File: src/rtl/read_seq_pkg.sv
// ---------------------------------------------------------------------------
// read_seq_pkg
// Shared definitions for the read_sequencer slice: the FSM state encoding
// and default job constants.
// Optional feature macro: SEQ_TIMEOUT_EN (adds the ERROR state).
// ---------------------------------------------------------------------------
package read_seq_pkg;

    localparam int DEF_KERNEL_SIZE    = 9;     // kernel length, 32-bit words
    localparam int DEF_KERNEL_LATENCY = 2;     // extra BRAM read-latency cycles
    localparam int DEF_NUM_IMAGES     = 3;     // images per job
    localparam int DEF_IMAGE_PIXELS   = 784;   // pixel beats per image
    localparam int DEF_TIMEOUT_CYCLES = 4096;  // stalled-stream watchdog limit

    typedef enum logic [2:0] {
        IDLE         = 3'd0,
        LOAD_KERNEL  = 3'd1,
        IMAGE_REQ    = 3'd2,
        IMAGE_STREAM = 3'd3,
        DONE         = 3'd4
`ifdef SEQ_TIMEOUT_EN
        ,
        ERROR        = 3'd5
`endif
    } seq_state_t;

endpackage

File: src/rtl/seq_watchdog.sv
// ---------------------------------------------------------------------------
// seq_watchdog
// Loadable up-counter with a terminal flag. `load` forces the count to zero;
// otherwise the count advances while `en` is high and parks at LIMIT-1.
// Used by read_sequencer only when SEQ_TIMEOUT_EN is defined.
//
// Ports:
//   clk      in   clock, rising edge
//   reset    in   asynchronous, active-low clear
//   load     in   restart the count at zero
//   en       in   count this cycle
//   terminal out  count has reached LIMIT-1
// ---------------------------------------------------------------------------
module seq_watchdog #(
    parameter int LIMIT = 4096
) (
    input  logic clk,
    input  logic reset,
    input  logic load,
    input  logic en,
    output logic terminal
);

    localparam int W = (LIMIT > 2) ? $clog2(LIMIT) : 1;
    localparam logic [W-1:0] LAST = W'(LIMIT - 1);

    logic [W-1:0] count;

    assign terminal = (count == LAST);

    always_ff @(posedge clk or negedge reset) begin
        if (!reset) begin
            count <= '0;
        end else if (load) begin
            count <= '0;
        end else if (en && !terminal) begin
            count <= count + 1'b1;
        end
    end

endmodule

File: src/rtl/read_sequencer.sv
// ---------------------------------------------------------------------------
// read_sequencer
// Control FSM that runs one read_module job: optional kernel load, then
// NUM_IMAGES image requests, each closed by IMAGE_PIXELS pixel beats, then an
// interrupt held until the PS acknowledges it.
// Optional feature macro: SEQ_TIMEOUT_EN (stalled-stream watchdog + ERROR).
//
// Ports:
//   clk          in   clock, rising edge
//   reset        in   asynchronous, active-low; clears all state and outputs
//   start        in   job request (level), sampled in IDLE only
//   skip_kernel  in   sampled with start; 1 skips the kernel load
//   ack          in   interrupt acknowledge (DONE / ERROR only)
//   pixel_valid  in   pixel strobe from read_module
//   read_kernel  out  kernel load request
//   read_image   out  one-cycle image start pulse
//   interrupt    out  job done or error, held until ack
//   busy         out  high in every state except IDLE
//   image_idx    out  current image index
//   pixel_cnt    out  pixels received in the current image
//   timeout_err  out  watchdog fired (0 when the watchdog is not built)
//   dbg_state    out  current FSM state, for observation only
//
// Handshake: pixel_valid is a one-way strobe with no ready. Every cycle it
// is high while the FSM is in IMAGE_STREAM is one accepted beat; in any
// other state it is dropped without effect.
// ---------------------------------------------------------------------------
module read_sequencer
    import read_seq_pkg::*;
#(
    parameter int KERNEL_SIZE    = DEF_KERNEL_SIZE,
    parameter int KERNEL_LATENCY = DEF_KERNEL_LATENCY,
    parameter int NUM_IMAGES     = DEF_NUM_IMAGES,
    parameter int IMAGE_PIXELS   = DEF_IMAGE_PIXELS,
    parameter int TIMEOUT_CYCLES = DEF_TIMEOUT_CYCLES,
    localparam int IDX_W = (NUM_IMAGES > 1) ? $clog2(NUM_IMAGES) : 1,
    localparam int CNT_W = $clog2(IMAGE_PIXELS + 1)
) (
    input  logic             clk,
    input  logic             reset,
    input  logic             start,
    input  logic             skip_kernel,
    input  logic             ack,
    input  logic             pixel_valid,
    output logic             read_kernel,
    output logic             read_image,
    output logic             interrupt,
    output logic             busy,
    output logic [IDX_W-1:0] image_idx,
    output logic [CNT_W-1:0] pixel_cnt,
    output logic             timeout_err,
    output seq_state_t       dbg_state
);

    localparam int KWIN = KERNEL_SIZE + KERNEL_LATENCY;
    localparam int KW   = (KWIN > 2) ? $clog2(KWIN) : 1;

    // The down-counter is loaded with window-1 so LOAD_KERNEL lasts exactly
    // KWIN cycles (it leaves on the cycle the count reads zero).
    localparam logic [KW-1:0]    KLOAD    = KW'(KWIN - 1);
    localparam logic [CNT_W-1:0] PIX_MAX  = CNT_W'(IMAGE_PIXELS);
    localparam logic [CNT_W-1:0] PIX_LAST = CNT_W'(IMAGE_PIXELS - 1);
    localparam logic [IDX_W-1:0] IDX_LAST = IDX_W'(NUM_IMAGES - 1);

    // Elaboration-time sanity check of the configuration.
    if (KWIN < 1 || NUM_IMAGES < 1 || IMAGE_PIXELS < 1 || TIMEOUT_CYCLES < 2) begin : g_param_check
        $error("read_sequencer: illegal parameter set");
    end

    seq_state_t       state, state_nxt;
    logic [KW-1:0]    kcnt, kcnt_nxt;
    logic [IDX_W-1:0] idx_nxt;
    logic [CNT_W-1:0] pcnt_nxt;

    assign dbg_state = state;

`ifdef SEQ_TIMEOUT_EN
    logic wd_terminal;

    // Restart on stream entry (from IMAGE_REQ) and on every accepted beat,
    // so the watchdog measures idle cycles since the last sign of life.
    seq_watchdog #(
        .LIMIT (TIMEOUT_CYCLES)
    ) u_watchdog (
        .clk      (clk),
        .reset    (reset),
        .load     ((state == IMAGE_REQ) || ((state == IMAGE_STREAM) && pixel_valid)),
        .en       (state == IMAGE_STREAM),
        .terminal (wd_terminal)
    );
`else
    assign timeout_err = 1'b0;
`endif

    // Next-state and next-value logic.
    always_comb begin
        state_nxt = state;
        kcnt_nxt  = kcnt;
        idx_nxt   = image_idx;
        pcnt_nxt  = pixel_cnt;

        case (state)
            IDLE: begin
                if (start) begin
                    idx_nxt = '0;
                    if (skip_kernel) begin
                        state_nxt = IMAGE_REQ;
                    end else begin
                        state_nxt = LOAD_KERNEL;
                        kcnt_nxt  = KLOAD;
                    end
                end
            end
            LOAD_KERNEL: begin
                if (kcnt == '0) begin
                    state_nxt = IMAGE_REQ;
                end else begin
                    kcnt_nxt = kcnt - 1'b1;
                end
            end
            IMAGE_REQ: begin
                state_nxt = IMAGE_STREAM;
            end
            IMAGE_STREAM: begin
                if (pixel_valid) begin
                    if (pixel_cnt != PIX_MAX) begin
                        pcnt_nxt = pixel_cnt + 1'b1;
                    end
                    if (pixel_cnt == PIX_LAST) begin
                        if (image_idx == IDX_LAST) begin
                            state_nxt = DONE;
                        end else begin
                            idx_nxt   = image_idx + 1'b1;
                            state_nxt = IMAGE_REQ;
                        end
                    end
                end
`ifdef SEQ_TIMEOUT_EN
                else if (wd_terminal) begin
                    state_nxt = ERROR;
                end
`endif
            end
            DONE: begin
                // ack takes priority over start: the FSM lands in IDLE and
                // only looks at start from the next cycle on.
                if (ack) begin
                    state_nxt = IDLE;
                end
            end
`ifdef SEQ_TIMEOUT_EN
            ERROR: begin
                if (ack) begin
                    state_nxt = IDLE;
                end
            end
`endif
            default: begin
                state_nxt = IDLE;
            end
        endcase

        // The pixel count reads zero in the same cycle as the read_image pulse.
        if (state_nxt == IMAGE_REQ) begin
            pcnt_nxt = '0;
        end
    end

    // State register plus registered outputs decoded from the next state,
    // so every output changes on the same edge as the state it reflects.
    always_ff @(posedge clk or negedge reset) begin
        if (!reset) begin
            state       <= IDLE;
            kcnt        <= '0;
            image_idx   <= '0;
            pixel_cnt   <= '0;
            read_kernel <= 1'b0;
            read_image  <= 1'b0;
            interrupt   <= 1'b0;
            busy        <= 1'b0;
        end else begin
            state       <= state_nxt;
            kcnt        <= kcnt_nxt;
            image_idx   <= idx_nxt;
            pixel_cnt   <= pcnt_nxt;
            read_kernel <= (state_nxt == LOAD_KERNEL);
            read_image  <= (state_nxt == IMAGE_REQ);
            busy        <= (state_nxt != IDLE);
`ifdef SEQ_TIMEOUT_EN
            interrupt   <= (state_nxt == DONE) || (state_nxt == ERROR);
`else
            interrupt   <= (state_nxt == DONE);
`endif
        end
    end

`ifdef SEQ_TIMEOUT_EN
    always_ff @(posedge clk or negedge reset) begin
        if (!reset) begin
            timeout_err <= 1'b0;
        end else begin
            timeout_err <= (state_nxt == ERROR);
        end
    end
`endif

endmodule

File: config.mk
export PLATFORM = sky130hd
export DESIGN_NAME = read_sequencer
export DESIGN_NICKNAME = d
export VERILOG_FILES = /design/src/rtl/read_seq_pkg.sv /design/src/rtl/seq_watchdog.sv /design/src/rtl/read_sequencer.sv
export SDC_FILE = /design/constraint.sdc
export NUM_CORES = 1
export LEC_CHECK = 0
export ABC_AREA = 1
export ABC_CLOCK_PERIOD_IN_PS = 2100
export CAP_MARGIN = 0
export CORE_ASPECT_RATIO = 1.1
export CORE_MARGIN = 1
export CORE_UTILIZATION = 40
export DETAILED_ROUTE_END_ITERATION = 8
export PLACE_DENSITY_LB_ADDON = 0.05
export SETUP_SLACK_MARGIN = 0.2
export SYNTH_ARGS = -nofsm -noshare
export SYNTH_HDL_FRONTEND = slang
export SYNTH_SLANG_ARGS = --single-unit
File: constraint.sdc
create_clock -name clk -period 2.1 [get_ports clk]
set_input_delay 0.42 -clock clk [delete_from_list [all_inputs] [get_ports clk]]
set_output_delay 0.42 -clock clk [all_outputs]
set_load 0.02 [all_outputs]
Word-level counts from Yosys, hierarchy flattened
Index checks and enable logic that the tools add are counted.

Register bits after elaboration: 23. Input port bits: 6. Output and inout bits: 20. Word-level logic and storage cells: 59.

Add/subtract/negate cells: 3. Equality and inequality tests: 16. Multiplexer cells: 21. Reduce and logical (&&, ||, !) cells: 11.

Operators by type and width (count): $mux W10 (4); $mux W3 (6); $pmux W3 S5 (1); $mux W4 (3); $ne A2 B2 Y1 const B (6); $add A10 B1 Y10 const B (1); $eq A10 B10 Y1 const B (1); $mux W2 (5); $ne A10 B10 Y1 const B (1); $reduce_bool A2 Y1 (5); $eq A3 B2 Y1 const B (3); $pmux W4 S2 (1); $eq A3 B1 Y1 const B (2); $eq A3 B3 Y1 const B (2); $reduce_and A5 Y1 (1); $logic_not A4 Y1 (1); $pmux W2 S2 (1); $reduce_and A4 Y1 (1); $sub A4 B1 Y4 const B (1); $logic_not A3 Y1 (1); $reduce_and A3 Y1 (1); $reduce_bool A3 Y1 (1); $add A2 B1 Y2 const B (1); $eq A2 B2 Y1 const B (1).

Logic depth before layout (Yosys ltp)
Depth after elaboration: 8. Mapped depth: 11. Depth with buffers taken out: 11.

Worst setup path before layout
OpenSTA, ideal clock, no wires.

Kind: reg2reg. Start point: register pixel_cnt[0]. End point: register pixel_cnt[2]. Library setup time: 116 ps. Data arrival time: 1420 ps. Data required time: 1984 ps. Slack: 564 ps. Cell stages (with the launch flop): 9. Buffers on the path: 0. Period minus slack after synthesis: 1536 ps. Cell sequence: dfrtp_1 ha_1 nand2_1 nor2_2 nand3_1 nand2_2 nand3_4 inv_2 nor2_1.

Word-level cells in the longest chain between the ends: 7. Elaborated cells between the ends (all ways): 15. Classes of those cells: 1 x add/sub; 3 x eq/ne; 7 x mux; 4 x reduce/logical.

RTL lines: start, declared (RTL line read_sequencer.sv:50) `output logic [CNT_W-1:0] pixel_cnt,`; start signal, assigned (RTL line read_sequencer.sv:185) `pixel_cnt <= pcnt_nxt;`; $eq A10 B10 Y1 (RTL line read_sequencer.sv:129) `if (pixel_cnt == PIX_LAST) begin`; $mux W3 (RTL line read_sequencer.sv:129); $mux W3 (RTL line read_sequencer.sv:125) `if (pixel_valid) begin`; $pmux W3 S5 (RTL line read_sequencer.sv:102) `case (state)`; $eq A3 B2 Y1 (RTL line read_sequencer.sv:164) `if (state_nxt == IMAGE_REQ) begin`; $reduce_bool A2 Y1 (no source line); $reduce_and A3 Y1 (no source line).

Several ways; a longest one is shown, not always the timed one. The select of a mux whose other input is x is not followed. A chain may end at the register's enable or synchronous reset.

Worst setup path in the final report
Start point: register state[0] (netlist: dbg_state[0]). End point: output dbg_state[0].

RTL lines: start, declared (RTL line read_sequencer.sv:70) `seq_state_t state, state_nxt;`; start signal, assigned (RTL line read_sequencer.sv:182) `state <= state_nxt;`; end, declared (RTL line read_sequencer.sv:52) `output seq_state_t dbg_state`.

No word-level cell between the ends.

==> impl_metrics.tcl <==
set metrics [dict create \
    crit_type "register to primary output" \
    synth_area_um2 1380 \
    setup_violations 0 \
    antenna_found_initial 0 \
    diodes 0 \
    fin_tns_setup_ns 0 \
    failed_checks "design-rule violations" \
    slew_viol_final 0 \
    fillers 341 \
    nets 223 \
    synth.most_common_cell "nand2_1" \
    avgRoutedWirePerCell_um 10.9 \
    area_growth_pct 23.2 \
    cts-buffers-inserted 3 \
    synth_commonest_cells "41 x nand2_1, 25 x inv_1, 24 x nor2_1" \
    grt_max_degree 24 \
    die_area_um2 3690 \
    synth.avg_cell_area_um2 7.54 \
    required_ns 1.68 \
    rsz0062_at_grt "false" \
    grt_overflow_total 0 \
    p_per_area_nw_per_um2 760 \
    cp-end-kind "primary output" \
    grt_pass1_vias 1195 \
    place_hpwl_mm 2.14 \
    path_clk_slew_ns 0.12 \
    first_pass_iters 6 \
    yosysTopAreaCellShare 0.417 \
    skew_ns 0.00339 \
    root_buffer "clkbuf_4" \
    syn_inst 183 \
    path_buf_inv 1 \
    cts.path.max_buffers 2 \
    core.rowCount 22 \
    grt_pass1_wl_mm 4.91 \
    cts_tree "done" \
    vias 1201 \
    fin_crit_ns 1.84 \
    crit_family "buffers and inverters" \
    slowest_delay_ns 0.65 \
    core_um2 3300 \
    synth_edf_count 0 \
    critPathMaxFanout 5 \
    async_flop_share 1.00 \
    fin_area_um2 1700 \
    cp.depth 1 \
    die-height_um 63.6 \
    cts_setup_buffers 0 \
    drt_iter0_drc 26 \
    clk_latency_ns 0.30 \
    initial_utilization 0.418 \
    hp-class "input pin to async pin" \
    synth.area.top_cells "dfrtp_1 42%, nand2_1 11%, nand3_1 8.3%" \
    synth.distinct_cells 29 \
    ios 26 \
    period_share 0.876 \
    ys_ff_latch 23 \
    ys.flop_type "dfrtp_1" \
    cp.arrival_ns 1.42 \
    dpl_cell_area_um2 1670 \
    hold_violations 0 \
    cts_num_sinks 23 \
    worstRegToRegCells 8 \
    crit_slowest_cell "clkdlybuf4s50_1" \
    worstPathCellList "clkdlybuf4s50_1" \
    p_leak_nw 0.910 \
    synthesis.nets 194 \
    cts.htree.levels 1 \
    gp_congestion 0.805 \
    vias_per_cell 4.86 \
    drc_errors 3 \
    vdd_ir_drop_max_v 0.000514 \
    gr-usage-all-layers 0.168 \
    wl_mm 2.69 \
    cp-start-kind "register" \
    drive_gt1_frac 0.118 \
    yosysTopAreaCell "dfrtp_1" \
    dieWidth_um 58.0 \
    max_freq_ghz 0.543 \
    ys_seq_area_frac 0.417 \
    yosys_warnings 0 \
    io_buffers 24 \
    status "finished, violations left" \
    ant_nets 0 \
    maxCapViolations 0 \
]
==> kinds of logic (layout without fill, tap and decap cells) <==
kind of cell | Yosys count | count (layout) | synth area share
XOR/XNOR | 2 | 2 | 0.0127
AO/OA/AOI/OAI | 11 | 11 | 0.0517
adder cells (fa/ha/maj) | 5 | 5 | 0.0453
other | 1 | 1 | 0.00272
buffers and inverters | 32 | 60 | 0.0916
AND/OR/NAND/NOR | 109 | 109 | 0.379
flip-flops | 23 | 23 | 0.417
==> registers in the layout, indices dropped and copies added (netlist names) <==
name         cells
read_kernel      1
busy             1
pixel_cnt       10
dbg_state        3
image_idx        2
read_image       1
kcnt             4
interrupt        1
==> timing repair <==
item | CTS | global route
gates resized for setup | 0 | 4
hold buffers | 0 | 0
setup endpoints to repair | 0 | 4
==> cell usage in the layout (no fill, tap or decap), types with 4 or more instances in the layout <==
cell type / instances
clkdlybuf4s50_1: 21
dfrtp_1: 22
ha_1: 5
inv_1: 25
inv_2: 4
nand2_1: 41
nand3_1: 23
nand3_2: 4
nor2_1: 24
nor2_2: 4
nor3_1: 4
o21ai_1: 5
==> power breakdown <==
group / switching, mW / internal [mW] / leakage [nW]
clock network: 0.125 / 0.0741 / 0.0150
logic: 0.275 / 0.214 / 0.634
registers: 0.0972 / 0.507 / 0.262
==> path summary, 6_finish.rpt <==
kind | slack, ns | startpoint | endpoint
max | 0.26 | dbg_state[0]$_DFF_PN0_ | dbg_state[0]
min | 0.45 | reset | kcnt[2]$_DFFE_PN0P_
max reg2reg | 0.50 | pixel_cnt[0]$_DFFE_PN0P_ | pixel_cnt[7]$_DFFE_PN0P_
min reg2reg | 0.54 | kcnt[3]$_DFFE_PN0P_ | kcnt[3]$_DFFE_PN0P_
max in group asynchronous | 1.41 | reset | pixel_cnt[5]$_DFFE_PN0P_
min in group clk | 0.54 | kcnt[3]$_DFFE_PN0P_ | kcnt[3]$_DFFE_PN0P_
==> per-layer routing <==
| layer | GRT usage | vias to the layer above | routed length [um] |
|---|---|---|---|
| li1 | - | 628 | - |
| met1 | 0.195 | 547 | 1160 |
| met2 | 0.309 | 21 | 1390 |
| met3 | 0.0185 | 5 | 104 |
| met4 | 0.0625 | 0 | 42 |
| met5 | 0 | - | 0 |
==> worst reg2reg max path, delay by kind of cell (launching register included) <==
kind | cells | cell delay [ns]
DFF | 1 | 0.47
adders and majority gates | 1 | 0.22
and+or+nand+nor | 6 | 0.69
buffers and inverters | 1 | 0.12
==> stage by stage <==
stage	cells	setup WS (ns)	total power [mW]	hold WS (ns)	utilization
after CTS	247	0.234	1.31	0.450	0.512
after global routing	247	0.215	1.40	0.477	0.515
after global placement	243	0.322	1.10	0.503	0.504
final	247	0.260	1.29	0.449	0.515
after detailed placement	243	0.323	1.11	0.508	0.504
after floorplan	183	0.564	0.900	0.124	-
==> area by class of cell <==
| type | instances | area [um2] | share of cell area |
|---|---|---|---|
| inverter | 31 | 119 | 0.0699 |
| timing repair buffer | 25 | 255 | 0.150 |
| clock buffer | 4 | 26.3 | 0.0155 |
| tap | 36 | 45.0 | 0.0265 |
| multi-input combinational | 128 | 678 | 0.399 |
| sequential | 23 | 577 | 0.339 |
Note: power is estimated with default switching activity, not from simulation.
